--- src/rtl/hazard_ctrl.sv ---
// Hazard/sequencing controller for the 5-stage RV32I pipeline: shadow E/M/W destination
// tracking, operand forwarding, load-use stalls, branch flushes and data-memory freeze.
module hazard_ctrl #(
    parameter int unsigned TIMEOUT = 64,
    parameter int unsigned CNT_W   = 32
) (
    input  logic             clk,
    input  logic             rst,
    input  logic [4:0]       RS1_D,
    input  logic [4:0]       RS2_D,
    input  logic [4:0]       RD_D,
    input  logic             RegWriteD,
    input  logic [1:0]       ResultSrcD,
    input  logic             PCSrcE,
    input  logic             MemReadyM,
    output logic             StallF,
    output logic             StallD,
    output logic             FlushD,
    output logic             FlushE,
    output logic             Freeze,
    output logic [1:0]       ForwardAE,
    output logic [1:0]       ForwardBE,
    output logic             MemErr,
    output logic [CNT_W-1:0] StallCnt
);

    typedef enum logic [1:0] {StRun, StWait, StErr} state_e;

    localparam int unsigned      WcW     = $clog2(TIMEOUT + 1) + 1;
    localparam logic [WcW-1:0]   WaitOne = WcW'(1);
    localparam logic [WcW-1:0]   WaitMax = WcW'(TIMEOUT);
    localparam logic [CNT_W-1:0] CntOne  = CNT_W'(1);

    state_e           state_q, state_d;
    logic [WcW-1:0]   wait_cnt_q, wait_cnt_d;
    logic [CNT_W-1:0] stall_cnt_q, stall_cnt_d;

    logic [4:0] e_rd_q, e_rd_d, e_rs1_q, e_rs1_d, e_rs2_q, e_rs2_d;
    logic       e_rw_q, e_rw_d, e_ld_q, e_ld_d;
    logic [4:0] m_rd_q, m_rd_d, w_rd_q, w_rd_d;
    logic       m_rw_q, m_rw_d, w_rw_q, w_rw_d;

    logic lw_stall;

    // Memory-wait FSM; wait_cnt counts consecutive not-ready cycles including the first.
    always_comb begin
        state_d    = state_q;
        wait_cnt_d = wait_cnt_q;
        Freeze     = 1'b0;
        MemErr     = 1'b0;
        case (state_q)
            StRun: begin
                if (!MemReadyM) begin
                    Freeze     = 1'b1;
                    wait_cnt_d = WaitOne;
                    state_d    = (WaitOne >= WaitMax) ? StErr : StWait;
                end
            end
            StWait: begin
                if (MemReadyM) begin
                    state_d    = StRun;
                    wait_cnt_d = '0;
                end else begin
                    Freeze     = 1'b1;
                    wait_cnt_d = wait_cnt_q + WaitOne;
                    if (wait_cnt_d >= WaitMax) begin
                        state_d = StErr;
                    end
                end
            end
            StErr: begin
                Freeze = 1'b1;
                MemErr = 1'b1;
            end
            default: state_d = StRun;
        endcase
    end

    // A taken branch squashes the D instruction, so it overrides the load-use stall.
    always_comb begin
        lw_stall = e_ld_q && (e_rd_q != 5'd0) && ((e_rd_q == RS1_D) || (e_rd_q == RS2_D));
        StallF   = 1'b0;
        StallD   = 1'b0;
        FlushD   = 1'b0;
        FlushE   = 1'b0;
        if (!Freeze) begin
            FlushD = PCSrcE;
            FlushE = PCSrcE | lw_stall;
            StallF = lw_stall & ~PCSrcE;
            StallD = lw_stall & ~PCSrcE;
        end
    end

    always_comb begin
        ForwardAE = 2'b00;
        ForwardBE = 2'b00;
        if (m_rw_q && (m_rd_q != 5'd0) && (m_rd_q == e_rs1_q)) begin
            ForwardAE = 2'b10;
        end else if (w_rw_q && (w_rd_q != 5'd0) && (w_rd_q == e_rs1_q)) begin
            ForwardAE = 2'b01;
        end
        if (m_rw_q && (m_rd_q != 5'd0) && (m_rd_q == e_rs2_q)) begin
            ForwardBE = 2'b10;
        end else if (w_rw_q && (w_rd_q != 5'd0) && (w_rd_q == e_rs2_q)) begin
            ForwardBE = 2'b01;
        end
    end

    always_comb begin
        e_rd_d  = e_rd_q;
        e_rw_d  = e_rw_q;
        e_ld_d  = e_ld_q;
        e_rs1_d = e_rs1_q;
        e_rs2_d = e_rs2_q;
        m_rd_d  = m_rd_q;
        m_rw_d  = m_rw_q;
        w_rd_d  = w_rd_q;
        w_rw_d  = w_rw_q;
        if (!Freeze) begin
            w_rd_d = m_rd_q;
            w_rw_d = m_rw_q;
            m_rd_d = e_rd_q;
            m_rw_d = e_rw_q;
            if (FlushE) begin
                e_rd_d  = 5'd0;
                e_rw_d  = 1'b0;
                e_ld_d  = 1'b0;
                e_rs1_d = 5'd0;
                e_rs2_d = 5'd0;
            end else begin
                e_rd_d  = RD_D;
                e_rw_d  = RegWriteD;
                e_ld_d  = (ResultSrcD == 2'b01);
                e_rs1_d = RS1_D;
                e_rs2_d = RS2_D;
            end
        end
    end

    always_comb begin
        stall_cnt_d = stall_cnt_q;
        if ((StallF || Freeze) && (stall_cnt_q != '1)) begin
            stall_cnt_d = stall_cnt_q + CntOne;
        end
    end

    assign StallCnt = stall_cnt_q;

    always_ff @(posedge clk or negedge rst) begin
        if (!rst) begin
            state_q     <= StRun;
            wait_cnt_q  <= '0;
            stall_cnt_q <= '0;
            e_rd_q      <= 5'd0;
            e_rw_q      <= 1'b0;
            e_ld_q      <= 1'b0;
            e_rs1_q     <= 5'd0;
            e_rs2_q     <= 5'd0;
            m_rd_q      <= 5'd0;
            m_rw_q      <= 1'b0;
            w_rd_q      <= 5'd0;
            w_rw_q      <= 1'b0;
        end else begin
            state_q     <= state_d;
            wait_cnt_q  <= wait_cnt_d;
            stall_cnt_q <= stall_cnt_d;
            e_rd_q      <= e_rd_d;
            e_rw_q      <= e_rw_d;
            e_ld_q      <= e_ld_d;
            e_rs1_q     <= e_rs1_d;
            e_rs2_q     <= e_rs2_d;
            m_rd_q      <= m_rd_d;
            m_rw_q      <= m_rw_d;
            w_rd_q      <= w_rd_d;
            w_rw_q      <= w_rw_d;
        end
    end

endmodule

--- config.mk ---
export PLATFORM = sky130hd
export DESIGN_NAME = hazard_ctrl
export DESIGN_NICKNAME = d
export VERILOG_FILES = /design/src/rtl/hazard_ctrl.sv
export SDC_FILE = /design/constraint.sdc
export NUM_CORES = 1
export LEC_CHECK = 0
export CORE_MARGIN = 4
export CORE_UTILIZATION = 45
export DETAILED_ROUTE_END_ITERATION = 12
export PLACE_DENSITY = 0.7
export SLEW_MARGIN = 5
export SYNTH_ARGS = -nofsm -noshare
export SYNTH_HDL_FRONTEND = slang
export SYNTH_SLANG_ARGS = --single-unit
--- constraint.sdc ---
create_clock -name clk -period 5.8 [get_ports clk]
set_input_delay 0.58 -clock clk [delete_from_list [all_inputs] [get_ports clk]]
set_output_delay 0.58 -clock clk [all_outputs]
set_load 0.02 [all_outputs]
; Word-level counts from Yosys, hierarchy flattened
; Index checks and enable logic that the tools add are counted.
[totals]
in_bits = 22
elab_cells = 72
reg_bits = 71
output_inout_bits = 42
[op_classes]
bitwise = 4
reduce_logical = 19
add_sub_neg = 2
eq_ne = 12
n_lt_le_gt_ge = 1
n_mux = 22
[ops]
columns = operator, count
row1 = adder 32 x 1 -> 32 bit (second input constant), 1
row2 = inequality test 32 bit (second input constant), 1
row3 = == test 5 bit, 6
row4 = two-way mux 8 bit, 2
row5 = one-hot mux 8 bit (2 select lines), 1
row6 = two-way mux 5 bit, 3
row7 = nonzero test 5 bit, 3
row8 = two-way mux 2 bit, 5
row9 = logical AND 1 bit, 9
row10 = two-way mux 1 bit, 9
row11 = adder 8 x 1 -> 8 bit (second input constant), 1
row12 = >= comparator 8 x 7 -> 1 bit (second input constant), 1
row13 = one-hot mux 2 bit (3 select lines), 1
row14 = == test 2 x 1 -> 1 bit (second input constant), 2
row15 = inequality test 3 bit (second input constant), 1
row16 = AND reduction 3 bit, 1
row17 = == test 2 bit (second input constant), 1
row18 = zero test 2 bit, 1
row19 = logical OR 1 bit, 2
row20 = inequality test 2 bit (second input constant), 1
row21 = inverter 1 bit, 2
row22 = one-hot mux 1 bit (2 select lines), 1
row23 = AND reduction 2 bit, 1
row24 = nonzero test 2 bit, 1
row25 = other kinds (3), 3

; Logic depth before layout (Yosys ltp)
[depth]
word_depth = 7
mapped_depth = 8
mapped_depth_nobuf = 7

; Worst setup path after synthesis
; No wires, ideal clock.
[synth_path]
path_kind = input to output
startpoint = input MemReadyM
endpoint = output StallF
cell_stages = 5
setup_slack_ns = 3.095
arrival_ns = 2.125
n_path_buf = 2
required_ns = 5.220
path_cell_list = mux2_2 -> inv_2 -> buf_1 -> nor4_1 -> buf_4
[synth_via]
elab_chain_len = 3
[synth_rtl]
columns = item, line
row1 = from (decl), 15  ; input logic MemReadyM,
row2 = two-way mux 1 bit, "53, 60"
row3 = one-hot mux 1 bit (2 select lines), 51  ; case (state_q)
row4 = two-way mux 1 bit, n/a
row5 = to (decl), 16  ; output logic StallF,
; Every way passes these cells.

; Worst setup path after layout
[layout_path]
startpoint = input MemReadyM
endpoint = output StallF
[layout_via]
elab_chain_len = 3
[layout_rtl]
columns = item, line
row1 = two-way mux 1 bit, "53, 60"
row2 = one-hot mux 1 bit (2 select lines), 51
row3 = two-way mux 1 bit, 86  ; if (!Freeze) begin
; Every way passes these cells.

==> results.toml <==
[status]
status = "completed"

[grt]
antenna_found_initial = 0
top_usage_layer = "met2"
grt.met1_usage_pct = 25.2
gr-usage-met3_pct = 5.60
grt_overflow = 0
grt_pass1_wl_mm = 14.1
grt_use_total_pct = 18.2
grt_max_degree = 72
grt_pass1_vias = 2808
met2_usage_pct = 27.9

[job]
maxCapViolations = 0

[timing]
setup_viol = 0
skew_ns = 0.00693
layout_setup_ws_ns = 2.28
whs_ns = 0.459
fin_crit_sh_pct = 60.8
max-slew-margin-rel_pct = 39.7
hold_viol_final = 0
fin_setup_tns_ns = 0
clock.fmax_mhz = 284
rsz0062_at_grt = "no"
period_minus_slack_ns = 3.52
tightest_slew_ns = 0.904
maxSlewViolCount = 0

[final_layout]
final_cell_mix = "dfrtp_1, clkdlybuf4s50_1, nand2_1"
diodes = 0
areaGrowthSynthToFinish_pct = 25.5
fin_nets = 440
drive_gt1_share_pct = 7.60
final_common_cell = "dfrtp_1"
fin_area_um2 = 4500

[floorplanning]
initial_core_util_pct = 46.4
pin_count = 64
fp-row-count = 32
dieArea_um2 = 9460
core_um2 = 7730
die_h_um = 97.3
die-width_um = 97.3

[synth]
syn_nets = 373
synth_area_um2 = 3590
netlist_instances = 349
synth_edf_count = 0
yosys.area.top_type_share_pct = 49.5
ys_ff_latch = 71
async_flop_share_pct = 100
synth_warnings = 0
ys_top_cells_by_area = "dfrtp_1, xor2_1, xnor2_1, nand2_1, a22o_1"
dominantRegCellSynth = "dfrtp_1"
syn_area_per_cell_um2 = 10.3
synth.distinct_cells = 49
synth_top_area_cell = "dfrtp_1"
synth_seq_area_share_pct = 49.5

[drt]
routed_wl_mm = 8.23
dr.first_iter.drc_count = 152
wl_per_cell_um = 15.7
drcViolationCount = 0
drtPass1Iterations = 4
vias_per_cell = 5.34
drtAntennaViolNets = 0
num_vias = 2793

[clock_network]
cts.clk_slew.worst_paths_ns = 0.07
cts_buffer_depth = 2
post-cts-setup-buffer-count = 0
insertion_delay_ns = 0.34
cts_tree = "done"
cts_buffers = 9
cts.sinks = 71
postCtsHoldBufs = 0
htreeDepth = 3
ctsRootBufferMaster = "clkbuf_8"
cts_resized = 0

[worst_setup_path]
critPathLaunchType = "input pin"
required_ns = 5.22
max_stage_delay_ns = 0.72
crit_buf_inv = 3
critical-path-top-delay-family = "buffers and inverters"
cp_max_fo = 36
slowest_stage = "clkdlybuf4s50_1"
reg2regPathDepth = 5
critical_path_class = "input pin to output pin"
crit_chain = "clkdlybuf4s50_1 > mux2_2 > inv_2 > nor4_1 > clkdlybuf4s50_1"
crit_top_cell = "clkdlybuf4s50_1"
critPathCaptureType = "output pin"
critPathArrivalTime_ns = 2.94
cp.depth = 5

[placed_design]
place_ws_ns = 2.27
numPortBuffers = 63
dpl.hpwl_mm = 5.72
dpl_cell_area_um2 = 4300
place_congestion = 0.821

[pwr]
p_total_uw = 1220
p_leak_uw = 0.00198
powerDensity_nw_per_um2 = 271
max-vdd-ir-drop_mv = 0.198

[min_path]
hold_path.class = "input pin to async pin"
report_power, final:
part           total, uW  internal [uW]  switching, uW
registers            599            537           62.5
clock network        400            208            192
logic                219            109            109
total               1220            854            364
synth_stat cells (4+ instances only):
library cell / number
dfrtp_1: 71
nand2_1: 56
xor2_1: 32
xnor2_1: 27
nor2_1: 20
nand4_1: 19
a22o_1: 17
nand3_1: 15
nor3_1: 12
o21ai_0: 11
nor4_1: 6
inv_1: 5
or4_1: 5
mux2_2: 4
path summary, 6_finish.rpt:
kind,start,slack [ns],end
min in group clk,e_rw_q,0.48,m_rw_q
worst max register to register,state_q[1],2.83,StallCnt[1]
worst min register to register,e_rw_q,0.48,m_rw_q
worst max-delay path,MemReadyM,2.28,StallF
worst min-delay path,rst,0.46,wait_cnt_q[2]
max in group asynchronous,rst,4.77,m_rd_q[0]
worst reg2reg max path: cells and delay by family (launching register included):
family / cells / cell delay (ns)
compound gates: 1 / 0.22
buf+inv: 1 / 0.50
flops: 1 / 0.58
mux: 2 / 0.92
simple gates: 1 / 0.63
per-layer routing:
metal  share of wire (%)  wire (um)  vias to the layer above
li1                    -          -                     1374
met2                  46       3790                       72
met3                 5.9        489                        2
met1                  48       3910                     1345
met5                   0          0                        -
met4                0.46         38                        0
logic make-up after synthesis:
| family | Yosys count | share of synthesized area, % |
|---|---|---|
| simple gates | 151 | 21.8 |
| flops | 71 | 49.5 |
| xor+xnor | 59 | 14.4 |
| compound gates | 44 | 9.28 |
| buf+inv | 14 | 1.88 |
| mux | 8 | 2.41 |
| fa+ha+maj | 2 | 0.697 |
metrics by stage:
stage / cells / utilization (%)
3_3_place_gp: 507 / 55.7
4_1_cts: 523 / 58.2
2_1_floorplan: 349 / -
5_1_grt: 523 / 58.2
6_report: 523 / 58.2
3_5_place_dp: 507 / 55.7
registers in the layout (all words and copies together) (netlist names):
signal,cells
e_rs1_q,5
w_rd_q,5
state_q,2
m_rw_q,1
wait_cnt_q,8
e_ld_q,1
w_rw_q,1
e_rs2_q,5
m_rd_q,5
e_rd_q,5
StallCnt,32
e_rw_q,1
cell type report:
class	count	area (um^2)
flip-flops and latches	71	1780
well taps	102	128
multi-input cells	264	1740
fillers	670	3230
clock inverters	6	60.1
inverters	6	22.5
repair buffers	64	633
clock buffers	10	138
No activity file was read; power rests on OpenSTA's default activity.
